**config.mk**
```make
export PLATFORM = sky130hd
export DESIGN_NAME = branch_resolver
export DESIGN_NICKNAME = d
export VERILOG_FILES = /design/src/rtl/branch_pkg.sv /design/src/rtl/bp_pht.sv /design/src/rtl/branch_resolver.sv
export SDC_FILE = /design/constraint.sdc
export NUM_CORES = 1
export LEC_CHECK = 0
export CAP_MARGIN = 10
export CORE_UTILIZATION = 35
export CTS_BUF_LIST = sky130_fd_sc_hd__clkbuf_16
export CTS_CLUSTER_SIZE = 24
export DETAILED_ROUTE_END_ITERATION = 12
export HOLD_SLACK_MARGIN = 0.03
export PLACE_DENSITY_LB_ADDON = 0.15
export SETUP_SLACK_MARGIN = 0.2
export SLEW_MARGIN = 0
export SYNTH_ARGS = -nofsm -noshare
export SYNTH_HDL_FRONTEND = slang
export SYNTH_SLANG_ARGS = --single-unit
```
**constraint.sdc**
```tcl
create_clock -name clk -period 8.24 [get_ports clk]
set_clock_uncertainty 0.05 [all_clocks]
set_input_delay 1.648 -clock clk [delete_from_list [all_inputs] [get_ports clk]]
set_output_delay 1.648 -clock clk [all_outputs]
set_load 0.05 [all_outputs]
```
**src/rtl/branch_pkg.sv**
```systemverilog
// Shared types for the branch resolve stage:
// op encodings, predictor reset value, helpers.
package branch_pkg;

    typedef enum logic [2:0] {
        OP_BEQ  = 3'd0,
        OP_BNE  = 3'd1,
        OP_BLEZ = 3'd2,
        OP_BGTZ = 3'd3,
        OP_BLTZ = 3'd4,
        OP_BGEZ = 3'd5,
        OP_RSV6 = 3'd6,
        OP_RSV7 = 3'd7
    } op_e;

    // What the result register does on a given edge
    typedef enum logic [1:0] {
        ACT_IDLE  = 2'd0,
        ACT_CAPT  = 2'd1,
        ACT_HOLD  = 2'd2,
        ACT_FLUSH = 2'd3
    } act_e;

    // Operand facts the compare modes are built from
    typedef struct packed {
        logic eq;
        logic neg;
        logic zero;
    } cmp_t;

    localparam logic [1:0]  PHT_RST = 2'b01;
    localparam logic [1:0]  PHT_MAX = 2'b11;
    localparam logic [1:0]  PHT_MIN = 2'b00;
    localparam logic [15:0] CNT_MAX = 16'hFFFF;

    function automatic logic resolve(
        input op_e  op,
        input cmp_t c
    );
        logic t;
        t = 1'b0;
        case (op)
            OP_BEQ:  t = c.eq;
            OP_BNE:  t = !c.eq;
            OP_BLEZ: t = c.neg || c.zero;
            OP_BGTZ: t = !c.neg && !c.zero;
            OP_BLTZ: t = c.neg;
            OP_BGEZ: t = !c.neg;
            default: t = 1'b0;
        endcase
        return t;
    endfunction

    // 2-bit saturating up/down counter step
    function automatic logic [1:0] sat2(
        input logic [1:0] ctr,
        input logic       up
    );
        logic [1:0] n;
        n = ctr;
        if (up) begin
            if (ctr != PHT_MAX) n = ctr + 2'd1;
        end else begin
            if (ctr != PHT_MIN) n = ctr - 2'd1;
        end
        return n;
    endfunction

endpackage

```
**src/rtl/bp_pht.sv**
```systemverilog
// Pattern history table: 2-bit counters,
// async read for fetch, sync saturating update.
module bp_pht
    import branch_pkg::*;
#(
    parameter int DEPTH = 16,
    parameter int IDX_W = $clog2(DEPTH)
) (
    input  logic             clk,
    input  logic             rst,
    input  logic [IDX_W-1:0] rd_idx,
    output logic [1:0]       rd_data,
    input  logic             wr_en,
    input  logic [IDX_W-1:0] wr_idx,
    input  logic             wr_taken
);

    logic [1:0] ctr [DEPTH];

    // Read is combinational so a same-edge update
    // is only seen after that edge.
    always_comb begin
        rd_data = ctr[rd_idx];
    end

    // Counter array with weakly-not-taken reset
    always_ff @(posedge clk or posedge rst) begin
        if (rst) begin
            for (int i = 0; i < DEPTH; i++) begin
                ctr[i] <= PHT_RST;
            end
        end else if (wr_en) begin
            ctr[wr_idx] <= sat2(ctr[wr_idx], wr_taken);
        end
    end

endmodule

```
**src/rtl/branch_resolver.sv**
```systemverilog
// Branch resolve stage: 1-cycle compare, redirect,
// mispredict flag/count and PHT training.
module branch_resolver
    import branch_pkg::*;
#(
    parameter int WIDTH     = 32,
    parameter int PC_W      = 32,
    parameter int PHT_DEPTH = 16
) (
    input  logic             clk,
    input  logic             rst,
    input  logic             in_valid,
    input  logic             stall,
    input  logic             flush,
    input  logic [2:0]       op,
    input  logic [WIDTH-1:0] a,
    input  logic [WIDTH-1:0] b,
    input  logic [PC_W-1:0]  pc,
    input  logic [PC_W-1:0]  target,
    input  logic             pred_in,
    input  logic [PC_W-1:0]  fetch_pc,
    output logic             fetch_pred_taken,
    output logic             out_valid,
    output logic             taken,
    output logic             mispredict,
    output logic [PC_W-1:0]  redirect_pc,
    output logic [15:0]      mispredict_cnt
);

    localparam int IDX_W = $clog2(PHT_DEPTH);

    act_e             act;
    cmp_t             cmp;
    logic             tk_d;
    logic             mp_d;
    logic [PC_W-1:0]  seq_pc;
    logic [PC_W-1:0]  nxt_pc;
    logic [IDX_W-1:0] fetch_idx;
    logic [IDX_W-1:0] upd_idx;
    logic [1:0]       fetch_ctr;
    logic             capture;
    logic             unused_fetch;

    // Flush beats stall beats a new branch
    always_comb begin
        act = ACT_IDLE;
        unique case (1'b1)
            flush:
                act = ACT_FLUSH;
            !flush && stall:
                act = ACT_HOLD;
            !flush && !stall && in_valid:
                act = ACT_CAPT;
            default:
                act = ACT_IDLE;
        endcase
    end

    // Resolve the incoming branch
    always_comb begin
        cmp.eq   = (a == b);
        cmp.neg  = a[WIDTH-1];
        cmp.zero = (a == '0);
        tk_d     = resolve(op_e'(op), cmp);
        mp_d     = tk_d ^ pred_in;
        seq_pc   = pc + PC_W'(4);
        nxt_pc   = tk_d ? target : seq_pc;
    end

    // Predictor indexing (word-aligned PCs)
    always_comb begin
        capture      = (act == ACT_CAPT);
        fetch_idx    = fetch_pc[IDX_W+1:2];
        upd_idx      = pc[IDX_W+1:2];
        unused_fetch = ^{fetch_pc};
    end

    bp_pht #(
        .DEPTH (PHT_DEPTH),
        .IDX_W (IDX_W)
    ) u_pht (
        .clk      (clk),
        .rst      (rst),
        .rd_idx   (fetch_idx),
        .rd_data  (fetch_ctr),
        .wr_en    (capture),
        .wr_idx   (upd_idx),
        .wr_taken (tk_d)
    );

    assign fetch_pred_taken = fetch_ctr[1];

    // Result register: capture, drop valid, or hold
    always_ff @(posedge clk or posedge rst) begin
        if (rst) begin
            out_valid   <= 1'b0;
            taken       <= 1'b0;
            mispredict  <= 1'b0;
            redirect_pc <= '0;
        end else begin
            unique case (act)
                ACT_CAPT: begin
                    out_valid   <= 1'b1;
                    taken       <= tk_d;
                    mispredict  <= mp_d;
                    redirect_pc <= nxt_pc;
                end
                ACT_IDLE, ACT_FLUSH: begin
                    out_valid <= 1'b0;
                end
                ACT_HOLD: begin
                end
                default: begin
                end
            endcase
        end
    end

    // Saturating mispredict counter
    always_ff @(posedge clk or posedge rst) begin
        if (rst) begin
            mispredict_cnt <= '0;
        end else if (capture && mp_d) begin
            if (mispredict_cnt != CNT_MAX) begin
                mispredict_cnt <= mispredict_cnt + 16'd1;
            end
        end
    end

endmodule

```
## Word level (Yosys, flattened, before mapping)

Index checks and enable logic that the tools add are counted.

| word-level totals | value |
|---|---|
| flip-flop bits (word level) | 83 |
| bits of input ports | 169 |
| output and inout port bits | 52 |
| logic and storage cells | 77 |

| cells by class | value |
|---|---|
| add/sub/neg operators | 4 |
| order comparisons | 3 |
| equality and inequality tests | 10 |
| multiplexer cells | 17 |
| bitwise operators | 3 |
| reduce and logical (&&, ||, !) cells | 19 |

Operators by type and width:

| kind | count |
|---|---|
| adder 32 x 3 -> 32 bit (second input constant) | 1 |
| bitwise mux 32 bit | 1 |
| equality test 32 bit | 1 |
| zero test 32 bit | 1 |
| 2-to-1 mux 32 bit | 1 |
| 2-to-1 mux 2 bit | 9 |
| adder 16 x 1 -> 16 bit (second input constant) | 1 |
| binary-select mux 2 bit (select 4 bit) | 2 |
| inequality test 16 bit (second input constant) | 1 |
| >= comparator 5 bit (second input constant) | 2 |
| inverter 4 -> 5 bit | 2 |
| demux 2 bit (select 4 bit) | 1 |
| equality test 3 x 2 -> 1 bit (second input constant) | 2 |
| equality test 3 bit (second input constant) | 2 |
| logical AND 1 bit | 6 |
| one-hot mux 1 bit (6 select lines) | 1 |
| one-hot mux 2 bit (3 select lines) | 1 |
| zero test 1 bit | 5 |
| less-than comparator 5 x 1 -> 1 bit (second input constant) | 1 |
| nonzero test 2 bit | 2 |
| equality test 3 x 1 -> 1 bit (second input constant) | 1 |
| zero test 3 bit | 1 |
| adder 2 x 1 -> 2 bit (second input constant) | 1 |
| equality test 2 x 1 -> 1 bit (second input constant) | 1 |
| other kinds (9) | 9 |

## Depth between registers and ports, before layout

| logic depth | value |
|---|---|
| depth after elaboration | 9 |
| mapped depth | 9 |
| depth with buffers taken out | 8 |

## Hierarchy

Synthesis repeated with hierarchy kept, for this count alone.

| unflattened totals | value |
|---|---|
| cell total of the unflattened synthesis | 528 |
| area total of the unflattened synthesis | 5405.2 sq um |

By module, submodules not included:

| module | times used | cells each | area an instance (sq um) | sequential area each (sq um) |
|---|---|---|---|---|
| branch_resolver | 1 | 377 | 3445.8 | 1276.2 |
| bp_pht | 1 | 151 | 1959.4 | 820.8 |

## Worst setup path before layout

OpenSTA, ideal clock, no wires.

| timing | value |
|---|---|
| kind | in2out |
| from | input fetch_pc[2] |
| to | output fetch_pred_taken |
| data arrival time | 2.742 ns |
| required time | 6.542 ns |
| path slack | 3.800 ns |
| stages | 2 |
| path buffers | 0 |
| cell sequence | mux4_2 mux4_2 |

| on the way | value |
|---|---|
| cells in the longest elaborated chain, start to end | 4 |

Ends and longest elaborated chain:

| element | line | source |
|---|---|---|
| from (decl) | branch_resolver.sv:21 | `input logic [PC_W-1:0] fetch_pc,` |
| inverter 4 -> 5 bit (implied by the code) | bp_pht.sv:23 | `rd_data = ctr[rd_idx];` |
| binary-select mux 2 bit (select 4 bit) | bp_pht.sv:23 |  |
| 2-to-1 mux 2 bit (implied by the code) (2 in a row) | bp_pht.sv:23 |  |
| to (decl) | branch_resolver.sv:22 | `output logic fetch_pred_taken,` |

No other way between the ends. The select of a mux whose other input is x is not followed.

## Worst setup path in the final report

Ends and elaborated chain as after synthesis.

==> impl_metrics.tcl <==
set metrics [dict create \
    status "finished clean" \
    cts.sinks 83 \
    period_share 0.694 \
    worst_setup_path_start_kind "primary input" \
    cp_num_buf_inv 2 \
    max_stage_delay_ns 0.73 \
    min_path_type "reg -> reg" \
    crit_family "buffers and inverters" \
    cts_resized 0 \
    rows 45 \
    drcViolationCount 0 \
    synth_top_family_by_area "multiplexers" \
    grt_max_degree 84 \
    clk_pin_slew_ns 0.06 \
    syn_to_final_growth_pct 42.3 \
    yosys.area_share.xor_xnor 0.119 \
    p_per_area_mw_per_mm2 196 \
    required_ns 6.54 \
    final_util 0.514 \
    antenna_found_initial 0 \
    numCtsBuffers 9 \
    worst_pin_slew_ns 1.10 \
    peakVddDrop_mv 0.135 \
    cts_root_buf "clkbuf_16" \
    hp-start "mispredict_cnt[8]" \
    cpMaxStageDelayCell "clkdlybuf4s50_1" \
    firstDrtPassIters 4 \
    slew_violations 0 \
    min_path_cells 1 \
    reg2reg_slack_ns 5.62 \
    finalSetupTns_ns 0 \
    pin_count 221 \
    fmaxAchievable_ghz 0.175 \
    ys_types 44 \
    yosys_warnings 0 \
    p_leak_nw 3.06 \
    path_cells "clkdlybuf4s50_1, mux4_2, mux4_2, clkdlybuf4s50_1" \
    coreArea_mm2 0.0153 \
    vias_per_cell 5.02 \
    initial_core_util 0.361 \
    htree_num_levels 3 \
    hpwlAfterDp_mm 11.0 \
    async_flop_share 1.00 \
    cts_setup_buffers 0 \
    fin_nets 889 \
    die-area_mm2 0.0163 \
    antenna_left 0 \
    synthFlopType "dfrtp_1" \
    reg2reg_to "mispredict_cnt[7]" \
    final_common_cell "clkdlybuf4s50_1" \
    endpoint_kind "output port" \
    cap_violations 0 \
    synthMuxAreaShare 0.218 \
    rsz0062_at_grt "false" \
    synth_edf_count 0 \
    grt_pass1_vias 4642 \
    layout_common_cells "clkdlybuf4s50_1 (192), dfrtp_1 (67), xnor2_1 (61), mux2_2 (59), nand2_1 (53)" \
    cp.arrival_ns 4.02 \
    clockBufferDepth 2 \
    cts_tree "built" \
    netlist_area_mm2 0.00553 \
    synth_simple_gate_area_frac 0.162 \
    die_height_um 128 \
    slew_headroom 0.269 \
    final_layout_size_suffix_gt1_frac 0.156 \
    ys_seq_area_frac 0.379 \
    critical_path_peak_fanout 4 \
    min_period_ns 5.72 \
    detailedPlace.worstSlack_ns 2.52 \
    setup_slack_ns 2.52 \
    grt_use_total 0.188 \
    syn_nets 713 \
    synth_compound_area_frac 0.0660 \
    wirelength_mm 14.9 \
    yosys.area_share.adder 0.0176 \
    antenna_cells 0 \
    clock_latency_ns 0.34 \
    syn_area_per_cell_um2 10.3 \
    gp_congestion 0.844 \
    postCtsHoldBufs 0 \
    hold_violations 0 \
    setup_viol 0 \
    wl_per_cell_um 16.0 \
    grt_overflow_total 0 \
    vias 4672 \
    reg2regPathDepth 8 \
    die-width_um 128 \
    reg2reg_from "mispredict_cnt[0]" \
    fill_cells 1432 \
    grt_pass1_wl_mm 23.8 \
    ys_seq_elements 83 \
    path_class "in -> out" \
    min_to "mispredict_cnt[8]" \
    syn_inst 538 \
    dr.first_iter.drc_count 209 \
    port-buffer-count 192 \
]
metrics by stage:
step / area [um2] / power [mW] / cells / hold WS (ns)
finish: 7870 / 1.54 / 930 / 0.439
global route: 7870 / 1.61 / 930 / 0.469
CTS: 7870 / 1.56 / 930 / 0.444
detailed placement: 7590 / 1.16 / 914 / 0.431
global placement: 7590 / 1.14 / 914 / 0.426
floorplan: 5530 / 0.924 / 538 / 0.406
per-layer routing:
| metal | share of wire | track usage | up-vias |
|---|---|---|---|
| li1 | - | - | 2301 |
| met1 | 0.46 | 0.243 | 2224 |
| met2 | 0.48 | 0.311 | 132 |
| met3 | 0.050 | 0.0363 | 15 |
| met4 | 0.017 | 0.0699 | 0 |
| met5 | 0 | 0 | - |
worst max-delay path by stage:
stage,slack (ns),depth (start not counted),endpoint,from
6_report,2.52,4,fetch_pred_taken,fetch_pc[2]
3_3_place_gp,2.51,4,fetch_pred_taken,fetch_pc[2]
5_1_grt,2.47,4,fetch_pred_taken,fetch_pc[2]
3_5_place_dp,2.52,4,fetch_pred_taken,fetch_pc[2]
4_1_cts,2.51,4,fetch_pred_taken,fetch_pc[2]
2_1_floorplan,3.80,2,fetch_pred_taken,fetch_pc[2]
power by group:
| group | total (mW) | internal, mW | switching, mW |
|---|---|---|---|
| Clock | 0.396 | 0.231 | 0.165 |
| Combinational | 0.596 | 0.259 | 0.336 |
| Sequential | 0.549 | 0.500 | 0.0490 |
worst register-to-register path: stages, from the launching register on:
cell	delay, ns
dfrtp_1	0.42
ha_1	0.24
and3_1	0.22
and2_1	0.21
nand3_1	0.39
and4_1	0.45
nand4_1	0.13
mux2_2	0.29
xnor2_1	0.12
logic make-up (layout without fill, tap and decap cells):
family                   after synthesis  in the layout
AND/OR/NAND/NOR                      173            173
buffers and inverters                 43            224
adder cells (fa/ha/maj)                8              8
XOR/XNOR                              75             75
flip-flops                            83             83
AO/OA/AOI/OAI                         62             62
multiplexers                          94             94
state kept, by name (all words and copies together), names as in the netlist:
name and cells:
u_pht.ctr 32, out_valid 1, mispredict 1, taken 1, mispredict_cnt 16, redirect_pc 32
final cells by class:
cell class	count	area (um2)	area share
clock inverters	7	60.1	0.00763
clock buffers	9	225	0.0286
repair buffers	196	1950	0.248
multi-input cells	412	3230	0.410
flip-flops and latches	83	2100	0.266
inverters	12	46.3	0.00588
well taps	211	264	0.0335
cell usage after synthesis, types with 2 or more instances:
| cell type | number | area [um2] |
|---|---|---|
| dfrtp_1 | 67 | 1680 |
| xnor2_1 | 61 | 534 |
| mux2_2 | 59 | 664 |
| nand2_1 | 53 | 199 |
| nand3_1 | 28 | 140 |
| a21oi_1 | 23 | 115 |
| mux2i_1 | 20 | 200 |
| nor2_1 | 20 | 75.1 |
| nand4_1 | 19 | 119 |
| clkbuf_1 | 17 | 63.8 |
| dfstp_2 | 16 | 420 |
| o21ai_0 | 16 | 80.1 |
| xor2_1 | 14 | 123 |
| a31oi_1 | 12 | 75.1 |
| inv_1 | 12 | 45.0 |
| mux4_2 | 10 | 225 |
| nor4_1 | 10 | 62.6 |
| and3_1 | 9 | 56.3 |
| nor3_1 | 9 | 45.0 |
| and4_1 | 7 | 61.3 |
| ha_1 | 6 | 75.1 |
| buf_6 | 5 | 56.3 |
| a31oi_2 | 4 | 50.1 |
| mux4_1 | 4 | 105 |
| nand2b_1 | 4 | 25.0 |
| o21ai_1 | 4 | 20.0 |
| buf_1 | 3 | 11.3 |
| buf_2 | 3 | 15.0 |
| and2_1 | 2 | 12.5 |
| and3b_1 | 2 | 17.5 |
| buf_4 | 2 | 15.0 |
| maj3_2 | 2 | 22.5 |
| nand3b_1 | 2 | 15.0 |
| nand4b_1 | 2 | 17.5 |
| nor2b_1 | 2 | 12.5 |
Power figures use the tool's default switching activity.
